### src/rtl/mem_arb_pkg.sv
// Shared types for the two-port data-RAM arbiter: requester id, FSM state and
// the read-response tag that travels alongside the synchronous RAM read.
package mem_arb_pkg;

  localparam int MAX_RD_LATENCY = 4;

  typedef logic req_id_t;

  typedef enum logic [0:0] {
    ARB    = 1'b0,
    LOCKED = 1'b1
  } arb_state_t;

  typedef struct packed {
    logic    valid;
    req_id_t id;
  } rsp_tag_t;

endpackage

### src/rtl/mem_arbiter_if.sv
// Requester-side and RAM-side bundles for mem_arbiter. The requester drives the
// master modport; the arbiter uses slave on requests and master towards the RAM.
interface mem_req_if #(
  parameter int WIDTH = 32
);
  logic             valid;
  logic             we;
  logic             lock;
  logic [WIDTH-1:0] addr;
  logic [WIDTH-1:0] wd;
  logic             ready;
  logic             rvalid;
  logic [WIDTH-1:0] rd;

  modport master (output valid, we, lock, addr, wd, input ready, rvalid, rd);
  modport slave  (input valid, we, lock, addr, wd, output ready, rvalid, rd);
endinterface

interface mem_ram_if #(
  parameter int WIDTH = 32
);
  logic             we;
  logic [WIDTH-1:0] addr;
  logic [WIDTH-1:0] wd;
  logic [WIDTH-1:0] rd;

  modport master (output we, addr, wd, input rd);
  modport slave  (input we, addr, wd, output rd);
endinterface

### src/rtl/mem_arb_rsp_pipe.sv
// RD_LATENCY-deep shift register of read tags; the tag leaving the last stage
// lines up with the RAM read data for the access that pushed it.
module mem_arb_rsp_pipe
  import mem_arb_pkg::*;
#(
  parameter int RD_LATENCY = 1
) (
  input  logic     clk,
  input  logic     rst_n,
  input  rsp_tag_t tag_in,
  output rsp_tag_t tag_out
);

  rsp_tag_t pipe_q [RD_LATENCY];

  always_ff @(posedge clk or negedge rst_n) begin
    if (!rst_n) begin
      for (int i = 0; i < RD_LATENCY; i++) pipe_q[i] <= '0;
    end else begin
      pipe_q[0] <= tag_in;
      for (int i = 1; i < RD_LATENCY; i++) pipe_q[i] <= pipe_q[i-1];
    end
  end

  assign tag_out = pipe_q[RD_LATENCY-1];

endmodule

### src/rtl/mem_arbiter.sv
// Round-robin arbiter sharing one synchronous-read data RAM between the cpu
// (port 0) and DMA (port 1). Define ARB_BURST_LOCK_EN to honour LOCK bursts.
module mem_arbiter
  import mem_arb_pkg::*;
#(
  parameter int WIDTH      = 32,
  parameter int RD_LATENCY = 1,
  parameter int MAX_BURST  = 4
) (
  input  logic      CLK,
  input  logic      RESET,
  mem_req_if.slave  req0,
  mem_req_if.slave  req1,
  mem_ram_if.master ram
);

  localparam logic [0:0] ST_ARB    = 1'b0;
  localparam logic [0:0] ST_LOCKED = 1'b1;

  logic [1:0]       vld;
  logic             last_gnt_q;
  logic [0:0]       state_q;
  req_id_t          owner_q;
  logic             lock_hold;
  logic             gnt_vld;
  req_id_t          gnt_id;
  logic             sel_we;
  logic [WIDTH-1:0] sel_addr;
  logic [WIDTH-1:0] sel_wd;
  rsp_tag_t         tag_in;
  rsp_tag_t         tag_out;

  assign vld = {req1.valid, req0.valid};

  // A lock only holds while its owner keeps requesting; otherwise arbitrate now.
  assign lock_hold = (state_q == ST_LOCKED) && vld[owner_q];

  always_comb begin
    gnt_vld = 1'b0;
    gnt_id  = 1'b0;
    if (!RESET) begin
      gnt_vld = 1'b0;
    end else if (lock_hold) begin
      gnt_vld = 1'b1;
      gnt_id  = owner_q;
    end else if (&vld) begin
      gnt_vld = 1'b1;
      gnt_id  = ~last_gnt_q;
    end else if (vld[0]) begin
      gnt_vld = 1'b1;
      gnt_id  = 1'b0;
    end else if (vld[1]) begin
      gnt_vld = 1'b1;
      gnt_id  = 1'b1;
    end
  end

  assign sel_we   = gnt_id ? req1.we   : req0.we;
  assign sel_addr = gnt_id ? req1.addr : req0.addr;
  assign sel_wd   = gnt_id ? req1.wd   : req0.wd;

  assign req0.ready = gnt_vld && (gnt_id == 1'b0);
  assign req1.ready = gnt_vld && (gnt_id == 1'b1);

  assign ram.we   = gnt_vld && sel_we;
  assign ram.addr = gnt_vld ? sel_addr : '0;
  assign ram.wd   = gnt_vld ? sel_wd   : '0;

  always_ff @(posedge CLK or negedge RESET) begin
    if (!RESET) begin
      last_gnt_q <= 1'b1;
    end else if (gnt_vld) begin
      last_gnt_q <= gnt_id;
    end
  end

`ifdef ARB_BURST_LOCK_EN
  localparam int CNT_W = $clog2(MAX_BURST + 2);

  logic [CNT_W-1:0] burst_cnt_q;
  logic             lock_in;
  logic             burst_done;

  assign lock_in    = gnt_id ? req1.lock : req0.lock;
  assign burst_done = (burst_cnt_q + 1'b1) >= CNT_W'(MAX_BURST);

  // In LOCKED the owner is granted every cycle it is valid, so lock_in is its LOCK.
  always_ff @(posedge CLK or negedge RESET) begin
    if (!RESET) begin
      state_q     <= ST_ARB;
      owner_q     <= 1'b0;
      burst_cnt_q <= '0;
    end else if (state_q == ST_ARB) begin
      if (gnt_vld && lock_in) begin
        state_q     <= ST_LOCKED;
        owner_q     <= gnt_id;
        burst_cnt_q <= CNT_W'(1);
      end
    end else if (!vld[owner_q] || !lock_in || (burst_done && vld[~owner_q])) begin
      state_q     <= ST_ARB;
      burst_cnt_q <= '0;
    end else if (burst_cnt_q < CNT_W'(MAX_BURST)) begin
      burst_cnt_q <= burst_cnt_q + 1'b1;
    end
  end
`else
  logic unused_lock;

  assign unused_lock = req0.lock | req1.lock;
  assign state_q     = ST_ARB;
  assign owner_q     = 1'b0;
`endif

  assign tag_in.valid = gnt_vld && !sel_we;
  assign tag_in.id    = gnt_id;

  mem_arb_rsp_pipe #(
    .RD_LATENCY (RD_LATENCY)
  ) u_rsp_pipe (
    .clk     (CLK),
    .rst_n   (RESET),
    .tag_in  (tag_in),
    .tag_out (tag_out)
  );

  assign req0.rvalid = tag_out.valid && (tag_out.id == 1'b0);
  assign req1.rvalid = tag_out.valid && (tag_out.id == 1'b1);
  assign req0.rd     = req0.rvalid ? ram.rd : '0;
  assign req1.rd     = req1.rvalid ? ram.rd : '0;

endmodule

### src/flat_wrapper.sv
// flat-port wrapper written by rule: the top's interface ports become plain ports
module mem_arbiter_flat import mem_arb_pkg::*;
#(
  parameter int WIDTH      = 32,
  parameter int RD_LATENCY = 1,
  parameter int MAX_BURST  = 4
)
  (CLK, RESET, req0_valid, req0_we, req0_lock, req0_addr, req0_wd, req0_ready, req0_rvalid, req0_rd, req1_valid, req1_we, req1_lock, req1_addr, req1_wd, req1_ready, req1_rvalid, req1_rd, ram_we, ram_addr, ram_wd, ram_rd);
  mem_req_if #(.WIDTH(WIDTH)) req0_i ();
  mem_req_if #(.WIDTH(WIDTH)) req1_i ();
  mem_ram_if #(.WIDTH(WIDTH)) ram_i ();
  input  logic CLK;
  input  logic RESET;
  input wire logic [$bits(req0_i.valid)-1:0] req0_valid;
  input wire logic [$bits(req0_i.we)-1:0] req0_we;
  input wire logic [$bits(req0_i.lock)-1:0] req0_lock;
  input wire logic [$bits(req0_i.addr)-1:0] req0_addr;
  input wire logic [$bits(req0_i.wd)-1:0] req0_wd;
  output wire logic [$bits(req0_i.ready)-1:0] req0_ready;
  output wire logic [$bits(req0_i.rvalid)-1:0] req0_rvalid;
  output wire logic [$bits(req0_i.rd)-1:0] req0_rd;
  input wire logic [$bits(req1_i.valid)-1:0] req1_valid;
  input wire logic [$bits(req1_i.we)-1:0] req1_we;
  input wire logic [$bits(req1_i.lock)-1:0] req1_lock;
  input wire logic [$bits(req1_i.addr)-1:0] req1_addr;
  input wire logic [$bits(req1_i.wd)-1:0] req1_wd;
  output wire logic [$bits(req1_i.ready)-1:0] req1_ready;
  output wire logic [$bits(req1_i.rvalid)-1:0] req1_rvalid;
  output wire logic [$bits(req1_i.rd)-1:0] req1_rd;
  output wire logic [$bits(ram_i.we)-1:0] ram_we;
  output wire logic [$bits(ram_i.addr)-1:0] ram_addr;
  output wire logic [$bits(ram_i.wd)-1:0] ram_wd;
  input wire logic [$bits(ram_i.rd)-1:0] ram_rd;
  assign req0_i.valid = req0_valid;
  assign req0_i.we = req0_we;
  assign req0_i.lock = req0_lock;
  assign req0_i.addr = req0_addr;
  assign req0_i.wd = req0_wd;
  assign req0_ready = req0_i.ready;
  assign req0_rvalid = req0_i.rvalid;
  assign req0_rd = req0_i.rd;
  assign req1_i.valid = req1_valid;
  assign req1_i.we = req1_we;
  assign req1_i.lock = req1_lock;
  assign req1_i.addr = req1_addr;
  assign req1_i.wd = req1_wd;
  assign req1_ready = req1_i.ready;
  assign req1_rvalid = req1_i.rvalid;
  assign req1_rd = req1_i.rd;
  assign ram_we = ram_i.we;
  assign ram_addr = ram_i.addr;
  assign ram_wd = ram_i.wd;
  assign ram_i.rd = ram_rd;
  mem_arbiter #(.WIDTH(WIDTH), .RD_LATENCY(RD_LATENCY), .MAX_BURST(MAX_BURST)) u_core (.CLK(CLK), .RESET(RESET), .req0(req0_i), .req1(req1_i), .ram(ram_i));
endmodule
### config.mk
export PLATFORM = sky130hd
export DESIGN_NAME = mem_arbiter_flat
export DESIGN_NICKNAME = d
export VERILOG_FILES = /design/src/rtl/mem_arb_pkg.sv /design/src/rtl/mem_arbiter_if.sv /design/src/rtl/mem_arb_rsp_pipe.sv /design/src/rtl/mem_arbiter.sv /design/src/flat_wrapper.sv
export SDC_FILE = /design/constraint.sdc
export NUM_CORES = 1
export LEC_CHECK = 0
export CORE_AREA = 2 2 116 118
export DETAILED_ROUTE_END_ITERATION = 7
export DIE_AREA = 0 0 118 120
export GPL_TIMING_DRIVEN = 1
export PLACE_DENSITY = 0.61
export SLEW_MARGIN = 15
export SYNTH_ARGS = -nofsm -noshare
export SYNTH_HDL_FRONTEND = slang
export SYNTH_HIERARCHICAL = 1
export SYNTH_SLANG_ARGS = --single-unit
### constraint.sdc
create_clock -name CLK -period 2.8 [get_ports CLK]
set_input_delay 0.56 -clock CLK [delete_from_list [all_inputs] [get_ports CLK]]
set_output_delay 0.56 -clock CLK [all_outputs]
set_load 0.005 [all_outputs]
==> impl_metrics.py <==
metrics = {
    "status": {
        "outcome": "completed",
    },
    "die": {
        "core_sq_um": 12980,
        "start_util": 0.1260,
        "dieArea_sq_um": 14160,
        "ios": 301,
        "fp-row-count": 42,
        "die_w_um": 118,
        "die_h_um": 120,
    },
    "power_and_ir_drop": {
        "swShare": 0.3006,
        "combPwrFrac": 0.726,
        "power_density_nw_per_um2": 207.6,
        "power_w": 0.001025,
        "pwr-share-seq": 0.055,
        "power_leakage_nw": 2.075,
        "clkPwrFrac": 0.219,
        "switchingPower_w": 0.0003080,
        "p_int_w": 0.0007165,
        "ir_drop_uv": 119.9,
    },
    "final_layout": {
        "layout-drive-gt1-share": 0.04377,
        "multi_input_area_sq_um": 1380,
        "finalNonFillerCells": 770,
        "register_area_sq_um": 76.32,
        "area_growth_pct": 201.8,
        "num_antenna_cells": 0,
        "fin_nets": 763,
        "fillers": 1346,
    },
    "route": {
        "via_per_inst": 4.217,
        "dr.pass1.iters": 4,
        "ant_nets": 0,
        "wire_per_inst_um": 13.15,
        "drc": 0,
        "vias": 3247,
        "drt_iter0_drc": 98,
        "routed_wl_mm": 10.13,
    },
    "placed_design": {
        "gp_congestion": 0.7883,
        "port-buffer-count": 298,
        "dp_cells": 766,
        "place_ws_ns": -0.04286,
        "dp_hpwl_mm": 8.450,
    },
    "global_routing": {
        "gr-total-overflow": 0,
        "grtUsageTotal": 0.1328,
        "grt_pass1_vias": 3058,
        "grt_pass1_wl_mm": 15.36,
        "antenna_found_initial": 0,
        "grt_max_degree": 69,
    },
    "sta": {
        "setup_viol": 0,
        "clock.fmax_mhz": 390.6,
        "hold_violations": 0,
        "rsz0062_at_grt": "false",
        "finalClockSkew_ns": 0.002287,
        "slew_viol_final": 0,
        "maxSlewHeadroom": 0.8144,
        "hold_ws_ns": 0.3533,
        "worst_pin_slew_ns": 0.2784,
        "fin_crit_ns": 2.560,
        "period_share": 0.9143,
        "setup_ws_ns": 0.2400,
        "setup_tns_ns": 0,
    },
    "yosys": {
        "synth_nets": 482,
        "synth.cell_area_sq_um": 1635,
        "synthCells": 314,
        "syn_avg_cell_area_sq_um": 5.208,
        "ys_seq_elements": 3,
        "synthDistinctLibCells": 19,
        "yosysSeqAreaShare": 0.04667,
        "yosysWarnings": 6,
    },
    "clock_tree": {
        "h-tree-depth": 1,
        "clockBufferDepth": 2,
        "insertion_delay_ns": 0.22,
        "cts_buffers": 3,
        "hold_buffers": 0,
        "cts_tree": "yes",
        "root_buffer": "clkbuf_16",
        "cts.sinks": 3,
        "clkTransAtPathRegs_ns": 0.03,
    },
    "critical_path": {
        "crit_slowest_cell": "clkdlybuf4s50_1",
        "critPathBufInv": 4,
        "crit_chain": "dlygate4sd2_1 > nand2_1 > nand2_2 > buf_12 > buf_4 > o22ai_1 > clkdlybuf4s50_1",
        "required_ns": 2.24,
        "cp-start-kind": "input port",
        "crit_path_max_incr_delay_ns": 0.53,
        "cp_max_fo": 26,
        "critical_path.top_delay_family": "buffers and inverters",
        "crit_type": "in2out",
        "end_kind": "primary output",
        "crit_arrival_ns": 2.00,
    },
    "run": {
        "max_cap_violations": 0,
    },
    "min_path": {
        "hp-class": "in2async",
    },
}
worst register-to-register path: cells and delay by family, from the launching register on:
family                 cells  cell delay, ns
AND/OR/NAND/NOR            2            0.19
buffers and inverters      2            0.40
AO/OA/AOI/OAI              1            0.07
flip-flops                 1            0.56
per-stage QoR:
stage               utilization  instance area [sq um]
floorplan                     -                   1635
global placement         0.3720                   4828
detailed placement       0.3720                   4828
finish                   0.3803                   4936
global route             0.3803                   4936
CTS                      0.3784                   4912
power groups by stage:
| stage | Sequential [W] | Clock [W] | Combinational, W |
|---|---|---|---|
| 6_report | 0.0000563 | 0.000224 | 0.000744 |
| 5_1_grt | 0.0000572 | 0.000236 | 0.000803 |
| 4_1_cts | 0.0000562 | 0.000229 | 0.000755 |
| 3_5_place_dp | 0.0000565 | 0 | 0.000750 |
| 3_3_place_gp | 0.0000563 | 0 | 0.000744 |
| 2_1_floorplan | 0.0000562 | 0 | 0.000241 |
per-layer routing:
layer  wire length [um]  GRT usage  vias to the layer above
met5                  0          0                        -
met2               5141     0.2529                      188
met3                954    0.04515                       10
met1               3865     0.1367                     1413
li1                   -          -                     1636
met4                164    0.03991                        0
final cells by class:
| cell class | instances | share of cell area |
|---|---|---|
| flip-flops and latches | 3 | 0.01546 |
| inverters | 2 | 0.001521 |
| repair buffers | 314 | 0.6428 |
| clock buffers | 4 | 0.01597 |
| well taps | 176 | 0.04461 |
| multi-input cells | 271 | 0.2796 |
logic make-up (layout without fill, tap and decap cells):
logic type      count (synthesis)  count (layout)  share of synthesized area
buf+inv                        40             320                     0.1194
flops                           3               3                    0.04668
simple gates                  202             202                     0.5677
compound gates                 69              69                     0.2663
registers in the layout, summed over array words and instances (netlist names):
register,cells
u_core/last_gnt_q,1
u_core/u_rsp_pipe/tag_out,2
worst paths after layout:
| path | startpoint | end | slack (ns) | cells after the start |
|---|---|---|---|---|
| setup / recovery | req0_valid | ram_addr[20] | 0.24 | 7 |
| hold / removal | RESET | u_core/u_rsp_pipe/tag_out[0] | 0.35 | 2 |
| setup reg to reg | u_core/last_gnt_q | u_core/u_rsp_pipe/tag_out[1] | 1.45 | 5 |
| hold reg to reg | u_core/last_gnt_q | u_core/last_gnt_q | 0.55 | 2 |
| max in group asynchronous | RESET | u_core/last_gnt_q | 2.19 | 2 |
| min in group CLK | u_core/last_gnt_q | u_core/last_gnt_q | 0.55 | 2 |
placed cells by master (no fill, tap or decap):
cell type / Yosys / final
and2_1: 33 / 33
o22ai_1: 65 / 64
buf_6: 0 / 2
dlygate4sd2_1: 0 / 2
inv_1: 1 / 1
o21ai_4: 0 / 1
nor2b_2: 1 / 1
nand2b_1: 1 / 1
clkbuf_16: 0 / 3
nor2_1: 3 / 3
clkbuf_1: 14 / 1
o22ai_2: 0 / 1
buf_12: 0 / 4
clkdlybuf4s50_1: 0 / 288
a31oi_1: 1 / 1
nand2_1: 132 / 131
o32ai_1: 1 / 1
nand2_2: 0 / 1
inv_2: 1 / 1
buf_4: 7 / 11
dlymetal6s2s_1: 0 / 7
and3_1: 32 / 32
dfrtp_1: 2 / 2
a21oi_1: 1 / 1
dfstp_2: 1 / 1
cell usage after synthesis:
master	instances	share of area
nand2_1	132	0.30
o22ai_1	65	0.25
and2_1	33	0.13
and3_1	32	0.12
buf_2	15	0.046
clkbuf_1	14	0.032
buf_4	7	0.032
nor2_1	3	0.0069
buf_1	2	0.0046
dfrtp_1	2	0.031
a21oi_1	1	0.0031
a31oi_1	1	0.0038
dfstp_2	1	0.016
inv_1	1	0.0023
inv_2	1	0.0023
nand2b_1	1	0.0038
nor2b_2	1	0.0054
o21ai_2	1	0.0054
o32ai_1	1	0.0054
what timing repair did:
item	4_1_cts	5_1_grt
pin swaps	1	0
setup buffers	0	0
endpoints found under the setup margin	23	31
gates resized for setup	4	8
gates cloned	0	0
endpoints found under the hold margin	0	0
Note: power is estimated with default switching activity, not from simulation.
